**src/rtl/alu_pkg.sv**
```systemverilog
// Shared ALU definitions: datapath width, divider iteration count, divider state
// encoding and the quotient reported for a zero divisor.
package alu_pkg;

    localparam int DATA_WIDTH = 32;
    localparam int DIV_ITER   = 32;

    localparam logic [DATA_WIDTH-1:0] DIV_BY_ZERO_Q = '1;

    typedef enum logic [1:0] {
        IDLE = 2'd0,
        RUN  = 2'd1,
        FIX  = 2'd2,
        DONE = 2'd3
    } div_state_t;

endpackage

```
**src/rtl/full_adder.sv**
```systemverilog
// One-bit full adder cell shared by the ripple adder and the subtractor.
module full_adder (
    input  logic a_i,
    input  logic b_i,
    input  logic c_i,
    output logic s_o,
    output logic c_o
);

    assign s_o = a_i ^ b_i ^ c_i;
    assign c_o = (a_i & b_i) | (a_i & c_i) | (b_i & c_i);

endmodule

```
**src/rtl/subtractor_32bit.sv**
```systemverilog
// Ripple subtractor a_i - b_i built from full adders (inverted b_i, carry-in 1).
// borrow_o is 1 when a_i < b_i as unsigned numbers.
module subtractor_32bit
    import alu_pkg::*;
#(
    parameter int W = DATA_WIDTH
) (
    input  logic [W-1:0] a_i,
    input  logic [W-1:0] b_i,
    output logic [W-1:0] diff_o,
    output logic         borrow_o
);

    logic [W:0] carry;

    assign carry[0] = 1'b1;

    for (genvar i = 0; i < W; i++) begin : g_bit
        full_adder u_fa (
            .a_i (a_i[i]),
            .b_i (~b_i[i]),
            .c_i (carry[i]),
            .s_o (diff_o[i]),
            .c_o (carry[i+1])
        );
    end

    assign borrow_o = ~carry[W];

endmodule

```
**src/rtl/seq_divider32.sv**
```systemverilog
// Multi-cycle restoring divider: one trial subtraction per clock, signed
// (truncating) or unsigned, with a Start/Done handshake to the ALU control.
module seq_divider32
    import alu_pkg::*;
#(
    parameter int WIDTH = DATA_WIDTH,
    parameter int ITER  = WIDTH
) (
    input  logic             Clk,
    input  logic             Reset,
    input  logic             Start,
    input  logic             Signed,
    input  logic [WIDTH-1:0] A,
    input  logic [WIDTH-1:0] B,
    output logic [WIDTH-1:0] Q,
    output logic [WIDTH-1:0] Rem,
    output logic             Busy,
    output logic             Done,
    output logic             DivByZero,
    output logic [1:0]       DbgState
);

    localparam int CW = $clog2(ITER);

    // Handshake: Start is taken on any rising edge where the block is in IDLE or
    // DONE, together with Signed/A/B; it is ignored while Busy. Done is a
    // one-cycle pulse in the cycle Q/Rem/DivByZero first show the new result.
    div_state_t       state_q, state_d;
    logic [CW-1:0]    cnt_q;
    logic [WIDTH-1:0] p_q;
    logic [WIDTH-1:0] dvd_q;
    logic [WIDTH-1:0] dvs_q;
    logic             neg_q_q, neg_r_q;
    logic [WIDTH-1:0] q_q, rem_q;
    logic             dbz_q;

    logic             accept;
    logic             b_zero;
    logic [WIDTH:0]   p_shift;
    logic [WIDTH:0]   trial_diff;
    logic             trial_borrow;
    logic [WIDTH-1:0] neg_x_in, neg_y_in, neg_x, neg_y;
    logic             neg_x_borrow, neg_y_borrow;
    logic             unused_bits;

    assign accept  = Start && ((state_q == IDLE) || (state_q == DONE));
    assign b_zero  = (B == '0);
    assign p_shift = {p_q, dvd_q[WIDTH-1]};

    subtractor_32bit #(.W(WIDTH + 1)) u_trial (
        .a_i      (p_shift),
        .b_i      ({1'b0, dvs_q}),
        .diff_o   (trial_diff),
        .borrow_o (trial_borrow)
    );

    // The two negators take the operand magnitudes at acceptance and the
    // sign-corrected results in FIX; they are never needed in the same cycle.
    assign neg_x_in = (state_q == FIX) ? dvd_q : A;
    assign neg_y_in = (state_q == FIX) ? p_q   : B;

    subtractor_32bit #(.W(WIDTH)) u_neg_x (
        .a_i      ('0),
        .b_i      (neg_x_in),
        .diff_o   (neg_x),
        .borrow_o (neg_x_borrow)
    );

    subtractor_32bit #(.W(WIDTH)) u_neg_y (
        .a_i      ('0),
        .b_i      (neg_y_in),
        .diff_o   (neg_y),
        .borrow_o (neg_y_borrow)
    );

    // The remainder never exceeds the divisor, so the difference MSB is always 0
    // when it is kept.
    assign unused_bits = ^{trial_diff[WIDTH], neg_x_borrow, neg_y_borrow};

    always_ff @(posedge Clk) begin
        if (Reset) begin
            state_q <= IDLE;
        end else begin
            state_q <= state_d;
        end
    end

    always_comb begin
        state_d = state_q;
        case (state_q)
            IDLE: begin
                if (Start) state_d = b_zero ? DONE : RUN;
            end
            RUN: begin
                if (cnt_q == CW'(ITER - 1)) state_d = FIX;
            end
            FIX: begin
                state_d = DONE;
            end
            DONE: begin
                if (Start) state_d = b_zero ? DONE : RUN;
                else       state_d = IDLE;
            end
            default: state_d = IDLE;
        endcase
    end

    always_comb begin
        Busy     = (state_q == RUN) || (state_q == FIX);
        Done     = (state_q == DONE);
        DbgState = state_q;
    end

    assign Q         = q_q;
    assign Rem       = rem_q;
    assign DivByZero = dbz_q;

    always_ff @(posedge Clk) begin
        if (Reset) begin
            cnt_q   <= '0;
            p_q     <= '0;
            dvd_q   <= '0;
            dvs_q   <= '0;
            neg_q_q <= 1'b0;
            neg_r_q <= 1'b0;
            q_q     <= '0;
            rem_q   <= '0;
            dbz_q   <= 1'b0;
        end else if (accept) begin
            cnt_q   <= '0;
            p_q     <= '0;
            dvd_q   <= (Signed && A[WIDTH-1]) ? neg_x : A;
            dvs_q   <= (Signed && B[WIDTH-1]) ? neg_y : B;
            neg_q_q <= Signed && (A[WIDTH-1] ^ B[WIDTH-1]);
            neg_r_q <= Signed && A[WIDTH-1];
            dbz_q   <= b_zero;
            if (b_zero) begin
                q_q   <= DIV_BY_ZERO_Q;
                rem_q <= A;
            end
        end else if (state_q == RUN) begin
            cnt_q <= cnt_q + 1'b1;
            p_q   <= trial_borrow ? p_shift[WIDTH-1:0] : trial_diff[WIDTH-1:0];
            dvd_q <= {dvd_q[WIDTH-2:0], ~trial_borrow};
        end else if (state_q == FIX) begin
            q_q   <= neg_q_q ? neg_x : dvd_q;
            rem_q <= neg_r_q ? neg_y : p_q;
        end
    end

endmodule

```
**config.mk**
```make
export PLATFORM = sky130hd
export DESIGN_NAME = seq_divider32
export DESIGN_NICKNAME = d
export VERILOG_FILES = /design/src/rtl/alu_pkg.sv /design/src/rtl/full_adder.sv /design/src/rtl/subtractor_32bit.sv /design/src/rtl/seq_divider32.sv
export SDC_FILE = /design/constraint.sdc
export NUM_CORES = 1
export LEC_CHECK = 0
export CORE_MARGIN = 2
export CORE_UTILIZATION = 45
export CTS_BUF_LIST = sky130_fd_sc_hd__clkbuf_4 sky130_fd_sc_hd__clkbuf_8
export DETAILED_ROUTE_END_ITERATION = 10
export GPL_ROUTABILITY_DRIVEN = 0
export GPL_TIMING_DRIVEN = 0
export PLACE_DENSITY = 0.69
export SKIP_CTS_REPAIR_TIMING = 1
export SYNTH_ARGS = -nofsm -noshare
export SYNTH_HDL_FRONTEND = slang
export SYNTH_SLANG_ARGS = --single-unit
```
**constraint.sdc**
```tcl
create_clock -name Clk -period 30 [get_ports Clk]
set_clock_uncertainty 0.05 [all_clocks]
set_input_delay 6 -clock Clk [delete_from_list [all_inputs] [get_ports Clk]]
set_output_delay 6 -clock Clk [all_outputs]
set_load 0.05 [all_outputs]
```
### Word level (Yosys, flattened, before mapping)

Index checks and enable logic that the tools add are counted.

* add/sub/neg operators: 1
* equality and inequality tests: 8
* muxes and demuxes: 22
* bitwise gates (word level): 444
* reduce and logical (&&, ||, !) cells: 13

Operator list (count)
* $mux W32: 17
* $and A1 B1 Y1: 155
* $xor A1 B1 Y1: 126
* $not A1 Y1: 97
* $or A1 B1 Y1: 66
* $logic_not A32 Y1: 1
* $mux W2: 4
* $pmux W2 S4: 1
* $ne A2 B2 Y1 const B: 3
* $add A5 B1 Y5 const B: 1
* $eq A5 B5 Y1 const B: 1
* $eq A2 B2 Y1 const B: 2
* $logic_and A1 B1 Y1: 4
* $reduce_bool A2 Y1: 2
* $reduce_and A3 Y1: 1
* $eq A2 B1 Y1 const B: 1
* $logic_not A2 Y1: 1
* $logic_or A1 B1 Y1: 2
* $ne A2 B1 Y1 const B: 1
* $reduce_and A2 Y1: 1
* $reduce_or A2 Y1: 1

* register bits: 170
* bits of input ports: 68
* output and inout bits: 69
* logic and storage cells: 498

### Longest topological paths before layout

* depth after elaboration: 102
* gate-level depth with buffers: 40
* gate-level depth less buffers: 38

### By module

A second synthesis with hierarchy kept.

* cells, all modules: 1228
* area total of the unflattened synthesis: 11877.6 um2

Modules (own cells, without submodules)
* seq_divider32: instances 1, cells each 1028, area each 9549.2 um2, seq. area each 3403.3 um2
* full_adder: instances 97, cells each 1, area each 20.0 um2, seq. area each 0.0 um2
* subtractor_32bit (u_neg_x ...): instances 2, cells each 34, area each 127.6 um2, seq. area each 0.0 um2
* subtractor_32bit (u_trial): instances 1, cells each 35, area each 131.4 um2, seq. area each 0.0 um2

### Worst setup path before layout

OpenSTA, ideal clock, no wires.

* kind: register to register
* from: register dvd_q[31]
* to: register p_q[2]
* setup time: 136 ps
* arrival time: 13007 ps
* data required time: 29814 ps
* path slack: 16808 ps
* cell stages (with the launch flop): 41
* path buffers: 2
* period minus slack after synthesis: 13192 ps
* cell sequence: dfxtp_1 > inv_1 > ha_1 > fa_1 > fa_1 > fa_1 > fa_1 > fa_1 > fa_1 > fa_1 > fa_1 > fa_1 > fa_1 > fa_1 > fa_1 > fa_1 > fa_1 > fa_1 > (+5 left out) > fa_1 > fa_1 > fa_1 > fa_1 > fa_1 > fa_1 > fa_1 > fa_1 > fa_1 > fa_1 > inv_1 > fa_1 > or2_2 > clkbuf_1 > clkbuf_1 > nand2_1 > o211ai_1 > a21oi_1

* word-level cells in the longest chain between the ends: 100
* elaborated cells between the ends (all ways): 132
* classes of those cells: 1 x mux; 131 x bitwise

RTL lines
* start, declared: RTL line seq_divider32.sv:31 `logic [WIDTH-1:0] dvd_q;`
* start signal, assigned: RTL line seq_divider32.sv:132 `dvd_q <= (Signed && A[WIDTH-1]) ? neg_x : A;`
* start signal, assigned: RTL line seq_divider32.sv:144 `dvd_q <= {dvd_q[WIDTH-2:0], ~trial_borrow};`
* $and A1 B1 Y1: RTL line full_adder.sv:11 `assign c_o = (a_i & b_i) | (a_i & c_i) | (b_i & c_i);`
* $or A1 B1 Y1 (*) (2 in a row): RTL line full_adder.sv:11
* $and A1 B1 Y1: RTL line full_adder.sv:11
* $or A1 B1 Y1: RTL line full_adder.sv:11
* $or A1 B1 Y1 (*): RTL line full_adder.sv:11
* $and A1 B1 Y1: RTL line full_adder.sv:11
* $or A1 B1 Y1 (2 in a row): RTL line full_adder.sv:11
* $and A1 B1 Y1: RTL line full_adder.sv:11
* (+78 left out)
* $or A1 B1 Y1 (2 in a row): RTL line full_adder.sv:11
* $and A1 B1 Y1: RTL line full_adder.sv:11
* $or A1 B1 Y1 (2 in a row): RTL line full_adder.sv:11
* $and A1 B1 Y1: RTL line full_adder.sv:11
* $or A1 B1 Y1 (2 in a row): RTL line full_adder.sv:11
* $and A1 B1 Y1: RTL line full_adder.sv:11
* $or A1 B1 Y1 (2 in a row): RTL line full_adder.sv:11
* $mux W32 (*): RTL line seq_divider32.sv:143 `p_q <= trial_borrow ? p_shift[WIDTH-1:0] : trial_diff[WIDTH-1:0];`
* end signal, assigned: RTL line seq_divider32.sv:143
* end, declared: RTL line seq_divider32.sv:30 `logic [WIDTH-1:0] p_q;`

Mark *: on every way between the ends. The rest lies on a longest branch, timed or not.
A chain may end at the register's enable or synchronous reset.

### Worst setup path in the final report

* from: register dvd_q[31]
* to: register p_q[30]

* word-level cells in the longest chain between the ends: 100
* elaborated cells between the ends (all ways): 132
* classes of those cells: 1 x mux; 131 x bitwise

RTL lines (RTL line)
* $and A1 B1 Y1: full_adder.sv:11
* $or A1 B1 Y1 (*) (2 in a row): full_adder.sv:11
* $and A1 B1 Y1: full_adder.sv:11
* $or A1 B1 Y1: full_adder.sv:11
* $or A1 B1 Y1 (*): full_adder.sv:11
* $and A1 B1 Y1: full_adder.sv:11
* $or A1 B1 Y1: full_adder.sv:11
* $or A1 B1 Y1 (*): full_adder.sv:11
* (+80 left out)
* $or A1 B1 Y1 (*): full_adder.sv:11
* $and A1 B1 Y1: full_adder.sv:11
* $or A1 B1 Y1 (2 in a row): full_adder.sv:11
* $and A1 B1 Y1: full_adder.sv:11
* $or A1 B1 Y1 (2 in a row): full_adder.sv:11
* $and A1 B1 Y1: full_adder.sv:11
* $or A1 B1 Y1 (2 in a row): full_adder.sv:11
* $mux W32 (*): seq_divider32.sv:143

Marked as above.

==> results by group <==
Timing
  – Slew headroom: 0.433
  – Final setup TNS: 0 ps
  – Slew @ Worst Pin: 850 ps
  – RSZ-0062 raised after global routing: false
  – Setup ws final: around 15000 ps
  – Slew Viols, Final: 0
  – Final-report setup violation count: 0
  – Fmax: slightly below 0.07 GHz
  – Crit share post-route: 0.488
  – Post-layout min period: 14650 ps
  – Hold Violations, Final: 0

Floorplan
  – Number of I/O pins: between 100 and 150
  – Initial Utilization: 0.456
  – FP Rows: 57
  – Die Ht: 161 um
  – DIE AREA: about 26000 um2
  – Die X: roughly 160 um
  – Area of the core: 24200 um2

Place
  – Detailed Place HPWL: between 20 and 30 mm
  – Port Buf Inserts: roughly 130
  – Dpl ws: 15510 ps

GRT
  – Vias in the first global route: between 9000 and 10000
  – Global Route Usage Sum: 0.265
  – Largest net degree at the start of global routing: 17
  – Routing usage on met1: 0.354
  – Initial antenna violation count: 0
  – Grt ovf: 0
  – Global route hottest layer: met2
  – Met2 Track Usage GR: 0.439
  – M3 GR Usage: 0.0421
  – First-pass GRT wire length: around 55 mm

Cells and area
  – Number of diodes: 0
  – Fin nets: roughly 1500
  – Share of post-route cells with drive strength above 1: 0.0714
  – Area growth syn-to-layout: 20.1%

Power and ir drop
  – PwrDens: 98.1 nW/um2
  – Net Switching: around 620 uW
  – Logic gate share of total power: 0.569
  – Int Pwr: just under 700 uW
  – Worst VDD drop: approximately 0.042 mV
  – Lkg Pwr: 0.00455 uW
  – Clock share of power: 0.153
  – Sequential power share: 0.278
  – Switching share of total power: 0.478

Drt
  – Via-to-Cell Ratio: approximately 5.8
  – DR DRC count: 0
  – Remaining antenna violation count after routing: 0
  – WL final: around 34 mm
  – Drt first pass iters: 5
  – Wire per inst: between 15 and 20 um
  – Vias after detailed routing: between 9000 and 10000
  – Initial DRC Count: ~770

CTS
  – H-tree level count: 4
  – Longest Clk Path Bufs: 2
  – CTS tree: built
  – Clock slew at reported path FFs: approximately 100 ps
  – CTS root buf: clkbuf_8
  – Sinks on the clock net: 170
  – Clk_lat worst skew: 480 ps
  – Num CTS Buffers: 17

Synth
  – EDFF count, synth: 0
  – Flops & latches, synth: between 150 and 200
  – Syn_nets: roughly 1400
  – Sequential share of the synthesized area: 0.308
  – Yosys warnings: 0
  – Post-Synthesis Cells: approximately 1200
  – Async set-or-reset flop fraction in the synthesized netlist: 0
  – Post-synth design cell area: 11100 um2
  – Dominant register cell in the synthesized netlist: dfxtp_1
  – Synth cell types: 45
  – Syn avg cell area: roughly 9.1 um2

Setup path
  – Setup CP Type: register to register
  – Critical Path Sink Type: register
  – Most used cell along the critical path: fa_1
  – Worst-path fanout max: 10
  – Arr. time, crit path: 14950 ps
  – Slowest cell delay on critical path: 540 ps
  – CP max stage cell: clkbuf_1
  – Worst setup SP type: register
  – Worst path required time: ~30000 ps

Run
  – Max-cap viol count: 0

Min path
  – HP Class: register to register

Run status
  – Status: completed
Yosys cell counts, drive strengths merged, types with 3 or more instances:
cell    instances  area share
o211ai         92       0.062
buf            36       0.018
mux2i         127        0.11
and3           32       0.018
nand2         134       0.045
o21a           31       0.021
nand2b         35       0.020
a311oi         31       0.025
dfxtp         170        0.31
ha             68       0.077
a21oi          70       0.032
xor2            4      0.0032
nor2           43       0.015
nand3          31       0.014
xnor2           4      0.0032
clkbuf         83       0.028
a211oi         64       0.043
o21ai          33       0.015
o221ai         31       0.042
inv            39       0.013
fa             31       0.056
nand4           3      0.0028
nor4           10      0.0096
worst paths after layout:
| path | startpoint | endpoint | slack (ps) | depth (start not counted) |
|---|---|---|---|---|
| worst max-delay path | dvd_q[31]$_SDFFE_PP0P_ | p_q[30]$_SDFFE_PP0P_ | 15350 | 40 |
| worst min-delay path | dvs_q[31]$_SDFFE_PP0P_ | dvs_q[31]$_SDFFE_PP0P_ | 420 | 2 |
| worst max register to register | dvd_q[31]$_SDFFE_PP0P_ | p_q[30]$_SDFFE_PP0P_ | 15350 | 40 |
| worst min register to register | dvs_q[31]$_SDFFE_PP0P_ | dvs_q[31]$_SDFFE_PP0P_ | 420 | 2 |
cells in the final DEF, fill, tap and decap left out, drive strengths merged, types with 32 or more instances in the layout:
cell type	netlist	layout
inv	39	42
o211ai	92	92
nor2	43	43
dfxtp	170	170
and3	32	32
nand2b	35	35
ha	68	68
mux2i	127	127
buf	36	36
o21ai	33	33
clkdlybuf4s50	0	134
a21oi	70	70
nand2	134	134
clkbuf	83	102
a211oi	64	64
power groups by stage:
stage | Combinational [uW] | Sequential [uW] | Clock, uW
global route | 804 | 372 | 209
global placement | 718 | 365 | 0
floorplan | 432 | 444 | 0
finish | 741 | 362 | 199
detailed placement | 732 | 365 | 0
CTS | 736 | 361 | 201
state kept, by name, indices dropped and copies added, names as in the netlist:
register / count
DivByZero: 1
neg_r_q: 1
p_q: 32
cnt_q: 5
Q: 32
dvs_q: 32
Rem: 32
DbgState: 2
neg_q_q: 1
dvd_q: 32
cells by family after synthesis:
logic type                 synth area share
buffers and inverters                0.0593
AOI/OAI and AO/OA                     0.250
muxes                                 0.116
xor gates and xnor gates            0.00634
adders and majority gates             0.133
and+or+nand+nor                       0.128
DFF                                   0.308
final cells by class:
| class | instances | area, um2 |
|---|---|---|
| Buffer | 119 | 509 |
| Timing Repair Buffer | 134 | 1340 |
| Tap cell | 324 | 405 |
| Sequential cell | 170 | 3400 |
| Clock inverter | 13 | 214 |
| Multi-Input combinational cell | 892 | 7000 |
| Fill cell | 2262 | 11000 |
| Inverter | 39 | 146 |
| Clock buffer | 19 | 262 |
worst max-delay path, delay by kind of cell (launching register included):
family	cells	cell delay, ps
adders and majority gates	32	12380
buffers and inverters	4	1250
DFF	1	400
AOI/OAI and AO/OA	2	220
and+or+nand+nor	2	200
metrics by stage:
stage | cell area (um2) | total power [uW] | util | instances | hold slack (ps)
2_1_floorplan | 11100 | 876 | - | 1220 | 386
3_3_place_gp | 12800 | 1080 | 0.528 | 1678 | 397
3_5_place_dp | 12800 | 1100 | 0.528 | 1678 | 403
4_1_cts | 13300 | 1300 | 0.548 | 1710 | 416
5_1_grt | 13300 | 1390 | 0.548 | 1710 | 445
6_report | 13300 | 1300 | 0.548 | 1710 | 420
routing by layer:
metal  share of wire  up-vias
li1                -     4793
met1            0.45     4725
met2            0.47      336
met3           0.059       72
met4           0.025        0
met5               0        -
No activity file was read; power rests on OpenSTA's default activity.
==> edit 1: new RTL, same flow settings <==
Make the reset (`Reset`) asynchronous in 2 clocked blocks.
--- a/src/rtl/seq_divider32.sv
+++ b/src/rtl/seq_divider32.sv
@@ -77,7 +77,7 @@
     // when it is kept.
     assign unused_bits = ^{trial_diff[WIDTH], neg_x_borrow, neg_y_borrow};
 
-    always_ff @(posedge Clk) begin
+    always_ff @(posedge Clk or posedge Reset) begin
         if (Reset) begin
             state_q <= IDLE;
         end else begin
@@ -115,7 +115,7 @@
     assign Rem       = rem_q;
     assign DivByZero = dbz_q;
 
-    always_ff @(posedge Clk) begin
+    always_ff @(posedge Clk or posedge Reset) begin
         if (Reset) begin
             cnt_q   <= '0;
             p_q     <= '0;
Behaviour: differs if Reset is asserted again (counterexample within 4 cycles, from zero or initial values and one cycle with Reset high); with Reset held inactive, the same outputs for 4 cycles.
==> edit 1 against the original RTL <==
- critical path depth unchanged
- first-iteration DRC count shrank 24%
- fmax fell by 2.4%
- global-route usage is 3.2 points lower
- power is 15% higher
- area after synthesis fell by 2.3%
- cell area fell by 1.9%
- non-clock buffer count down 39
- clock power decreased by 5%
- cell count shrank 9.6%
- setup slack lost 0.36 ns
- wire length shrank 14%
- sequential cell count unchanged
- critical endpoint is now p_q[1]$_DFFE_PP0P_
- largest cell class unchanged
- largest power group unchanged
==> edit 1: results (changes against the original RTL) <==
stage	metric	value	unit	change
global_routing	grtUsageMet2	37.63	%	-6.3 points
global_routing	grt_pass1_vias	8530		-15%
yosys	syn_nets	1227		-12%
worst_setup_path	cp.arrival	15.30	ns	+0.35 ns
global_routing	grt_max_degree	87		+70
worst_setup_path	cp_slowest_cell	dfrtp_1		
cells_and_area	layout-drive-gt1-share	4.156	%	-3.0 points
clocking	ctsRootBufferMaster	clkbuf_8		
global_routing	grt_pass1_wl	46800	um	-14%
yosys	synthDistinctLibCells	37		-18%
routing	drtIter0Drc	584		-24%
global_routing	use_met1	32.44	%	-3.0 points
clocking	clkTransAtPathRegs	0.09	ns	
worst_hold_path	holdPathEnd	dvs_q[30]$_DFFE_PP0P_		
worst_hold_path	min_from	dvs_q[30]$_DFFE_PP0P_		
outcome	status	finished, final reports clean		
power	vdd_drop_max	0.04339	mV	+2.8%
worst_setup_path	critPathCapture	p_q[1]$_DFFE_PP0P_		
routing	vias	8572		-14%
yosys	synth.area.top_cells	dfrtp_1 (39%), mux2i_1 (20%), ha_1 (7.9%)		
clocking	clock_path_buffers	2		unchanged
yosys	synth_common_cells	mux2i_1 (215), dfrtp_1 (170), nor2_1 (104), nand2_1 (80), a21oi_1 (72)		
yosys	async_flop_share	100.0	%	+100 points
yosys	yosysSeqAreaShare	39.40	%	+8.6 points
worst_setup_path	worstPathMaxFanout	10		unchanged
power	p_leak	5.778	nW	+27%
worst_hold_path	hold_class	flip-flop to flip-flop		
global_routing	grtUsageMet3	3.892	%	-0.32 points
worst_setup_path	rrSetupSlack	14.99	ns	-0.36 ns
global_routing	antenna_found_initial	0		unchanged
yosys	dominantRegCellSynth	dfrtp_1		
worst_setup_path	r2r-start	dvd_q[31]$_DFFE_PP0P_		
power	p_switching	722.4	uW	+16%
routing	route.detailed.wl_per_inst	19.00	um	-5.0%
cells_and_area	final_cells	1546		-9.6%
clocking	cts_buffers	17		unchanged
yosys	avgSynthCellArea	10.19	um2	+12%
power	seq_power_share	28.5	%	+0.7 points
worst_setup_path	cp_slowest_stage_delay	0.45	ns	-0.09 ns
global_routing	grt_usage	23.32	%	-3.2 points
power	p_comb_share	58.9	%	+2.0 points
cells_and_area	nNetsFinal	1381		-10%
cells_and_area	antennaDiodeCount	0		unchanged
timing	relSlewSlack	29.43	%	-14 points
placement	dpl.hpwl	22430	um	-15%
routing	dr.pass1.iters	5		unchanged
==> edit 1: cell types whose count changed after synthesis, moves of 35 or more <==
cell | before | now
mux2i_1 | 127 | 215
o211ai_1 | 92 | 1
clkbuf_1 | 83 | 48
nand2_1 | 134 | 80
dfxtp_1 | 170 | 0
nor2_1 | 43 | 104
o21ai_0 | 33 | 70
dfrtp_1 | 0 | 170
==> edit 1: stage by stage <==
step	area [um2]	util (%)	hold slack (ns)	setup slack, ns	power [mW]
6_report	13030	55.33	0.4452	14.99	1.503
5_1_grt	13030	55.33	0.4829	14.34	1.616
4_1_cts	13030	55.33	0.4518	14.92	1.507
3_5_place_dp	12570	53.40	0.4328	14.99	1.318
3_3_place_gp	12540	53.25	0.4209	15.07	1.294
2_1_floorplan	10800	-	0.3998	15.99	1.054
==> edit 1: worst max-delay path, delay by kind of cell, from the launching register on <==
kind,cells,cell delay (ns)
and+or+nand+nor,3,0.37
muxes,1,0.16
AOI/OAI and AO/OA,1,0.08
DFF,1,0.45
buffers and inverters,3,0.54
adders and majority gates,32,13.22
==> edit 1: cells by family after synthesis <==
| family | count (synthesis) | share of synthesized area [%] |
|---|---|---|
| xor+xnor | 6 | 0.4867 |
| simple gates | 239 | 9.735 |
| compound gates | 214 | 12.54 |
| mux | 215 | 19.93 |
| flops | 170 | 39.40 |
| fa+ha+maj | 99 | 13.63 |
| buf+inv | 117 | 4.276 |
==> edit 1: per-layer routing <==
metal | wire length [um] | up-vias
li1 | - | 4096
met1 | 13480 | 4199
met2 | 13800 | 242
met3 | 1610 | 35
met4 | 488 | 0
met5 | 0 | -
==> edit 1: layout make-up <==
class,count,area [um2]
clock inverter,12,185.2
clock buffer,20,269.0
tap,319,399.1
timing repair buffer,135,1369
multi-input combinational,773,6081
buffer,79,319.1
fill,2111,10520
inverter,38,150.1
sequential,170,4254
==> edit 2: new RTL, same flow settings <==
Made on the original files. `DATA_WIDTH`: 32 -> 16.
--- a/src/rtl/alu_pkg.sv
+++ b/src/rtl/alu_pkg.sv
@@ -2,7 +2,7 @@
 // encoding and the quotient reported for a zero divisor.
 package alu_pkg;
 
-    localparam int DATA_WIDTH = 32;
+    localparam int DATA_WIDTH = 16;
     localparam int DIV_ITER   = 32;
 
     localparam logic [DATA_WIDTH-1:0] DIV_BY_ZERO_Q = '1;
Interface: changed (resized A, B, Q and Rem); port bits go from 137 to 73. The function was not compared with the original's and may differ.
==> edit 2 against the original RTL <==
- clock power shrank 52%
- cell count shrank 49%
- power shrank 51%
- wire length shrank 53%
- combinational power shrank 51%
- register-to-register slack gained 6.7 ns
- sequential share of layout area grew 0.30 points
- setup slack gained 4.7 ns
- sequential cell count shrank 81
- cell area shrank 48%
- area after synthesis shrank 48%
- largest power group unchanged
==> edit 2: results (changes against the original RTL) <==
stage	metric	value	unit	change
outcome	status	finished, final reports clean		
worst_hold_path	holdPathEnd	Q[9]$_SDFFE_PP0P_		
timing	max_slew.worst_pin.slew	0.7396	ns	-0.1104 ns
yosys	synth_common_cells	dfxtp_1 (89), mux2i_1 (88), nand2_1 (56), nor2_1 (39), inv_1 (38)		
cells_and_area	nNetsFinal	788		-49%
placement	dpl.hpwl	12530	um	-52%
worst_setup_path	startpoint	B[0]		
cells_and_area	layout-drive-gt1-share	8.345	%	+1.2 points
die	core	0.01252	mm2	-48%
worst_setup_path	r2r-end	p_q[4]$_SDFFE_PP0P_		
global_routing	grt_pass1_wl	25490	um	-53%
cells_and_area	seq_area_share	25.93	%	+0.30 points
routing	wl_met2	7898	um	-51%
worst_setup_path	rrSetupSlack	22.02	ns	+6.67 ns
cells_and_area	final.fill_count	1163		-49%
routing	vias	5067		-49%
yosys	syn_nets	707		-49%
global_routing	grt_usage	24.30	%	-2.2 points
power	powerClk	95.6	uW	-52%
clocking	cts_buffers	9		-8
placement	post_dp_cell_area	0.006649	mm2	-48%
cells_and_area	multi_input_cells	439		-51%
cells_and_area	final.clkbuf_count	10		-9
placement	port_buffers	70		-48%
timing	hold_ws	0.4124	ns	-0.007312 ns
routing	routed_wl	16230	um	-53%
global_routing	grt_pass1_vias	4975		-50%
yosys	synth.area.top_cells	dfxtp_1 (31%), mux2i_1 (15%), ha_1 (7.6%)		
power	p_switching	298.6	uW	-52%
routing	wl_met1	7042	um	-54%
worst_setup_path	critPathCapture	Rem[15]$_SDFFE_PP0P_		
routing	wl_met3	937	um	-54%
routing	drtIter0Drc	355		-54%
power	p_leak	2.478	nW	-45%
global_routing	use_met1	31.19	%	-4.3 points
yosys	yosysSeqAreaShare	31.08	%	+0.29 points
worst_setup_path	cp.arrival	10.15	ns	-4.80 ns
cells_and_area	layout.nonclk_buf_share	13.75	%	-0.19 points
global_routing	grtUsageMet2	41.27	%	-2.7 points
clocking	clock_sinks	89		-48%
cells_and_area	multi_input_area	0.003561	mm2	-49%
clocking	h-tree-depth	3		-1
yosys	synthDistinctLibCells	41		-8.9%
## edit 2: cell count changes after synthesis, sizes merged, moves of 39 or more
cell / unedited run / this run
mux2i: 127 / 88
o211ai: 92 / 17
a21oi: 70 / 29
clkbuf: 83 / 33
dfxtp: 170 / 89
nand2: 134 / 56
## edit 2: logic make-up after synthesis
kind of cell             Yosys count  synth area share [%]
flip-flops                        89                 31.08
AO/OA/AOI/OAI                    132                 18.99
buffers and inverters             93                 6.809
adder cells (fa/ha/maj)           50                 12.88
AND/OR/NAND/NOR                  160                 13.47
multiplexers                      89                 15.56
XOR/XNOR                           8                 1.222
## edit 2: through the flow
stage	power [mW]	utilization, %	setup slack, ns	instances
floorplan	0.4407	-	20.68	621
global placement	0.5325	53.12	19.65	863
detailed placement	0.5425	53.12	19.65	863
CTS	0.6378	54.90	20.03	879
global route	0.6805	54.90	19.88	879
finish	0.6373	54.90	20.06	879
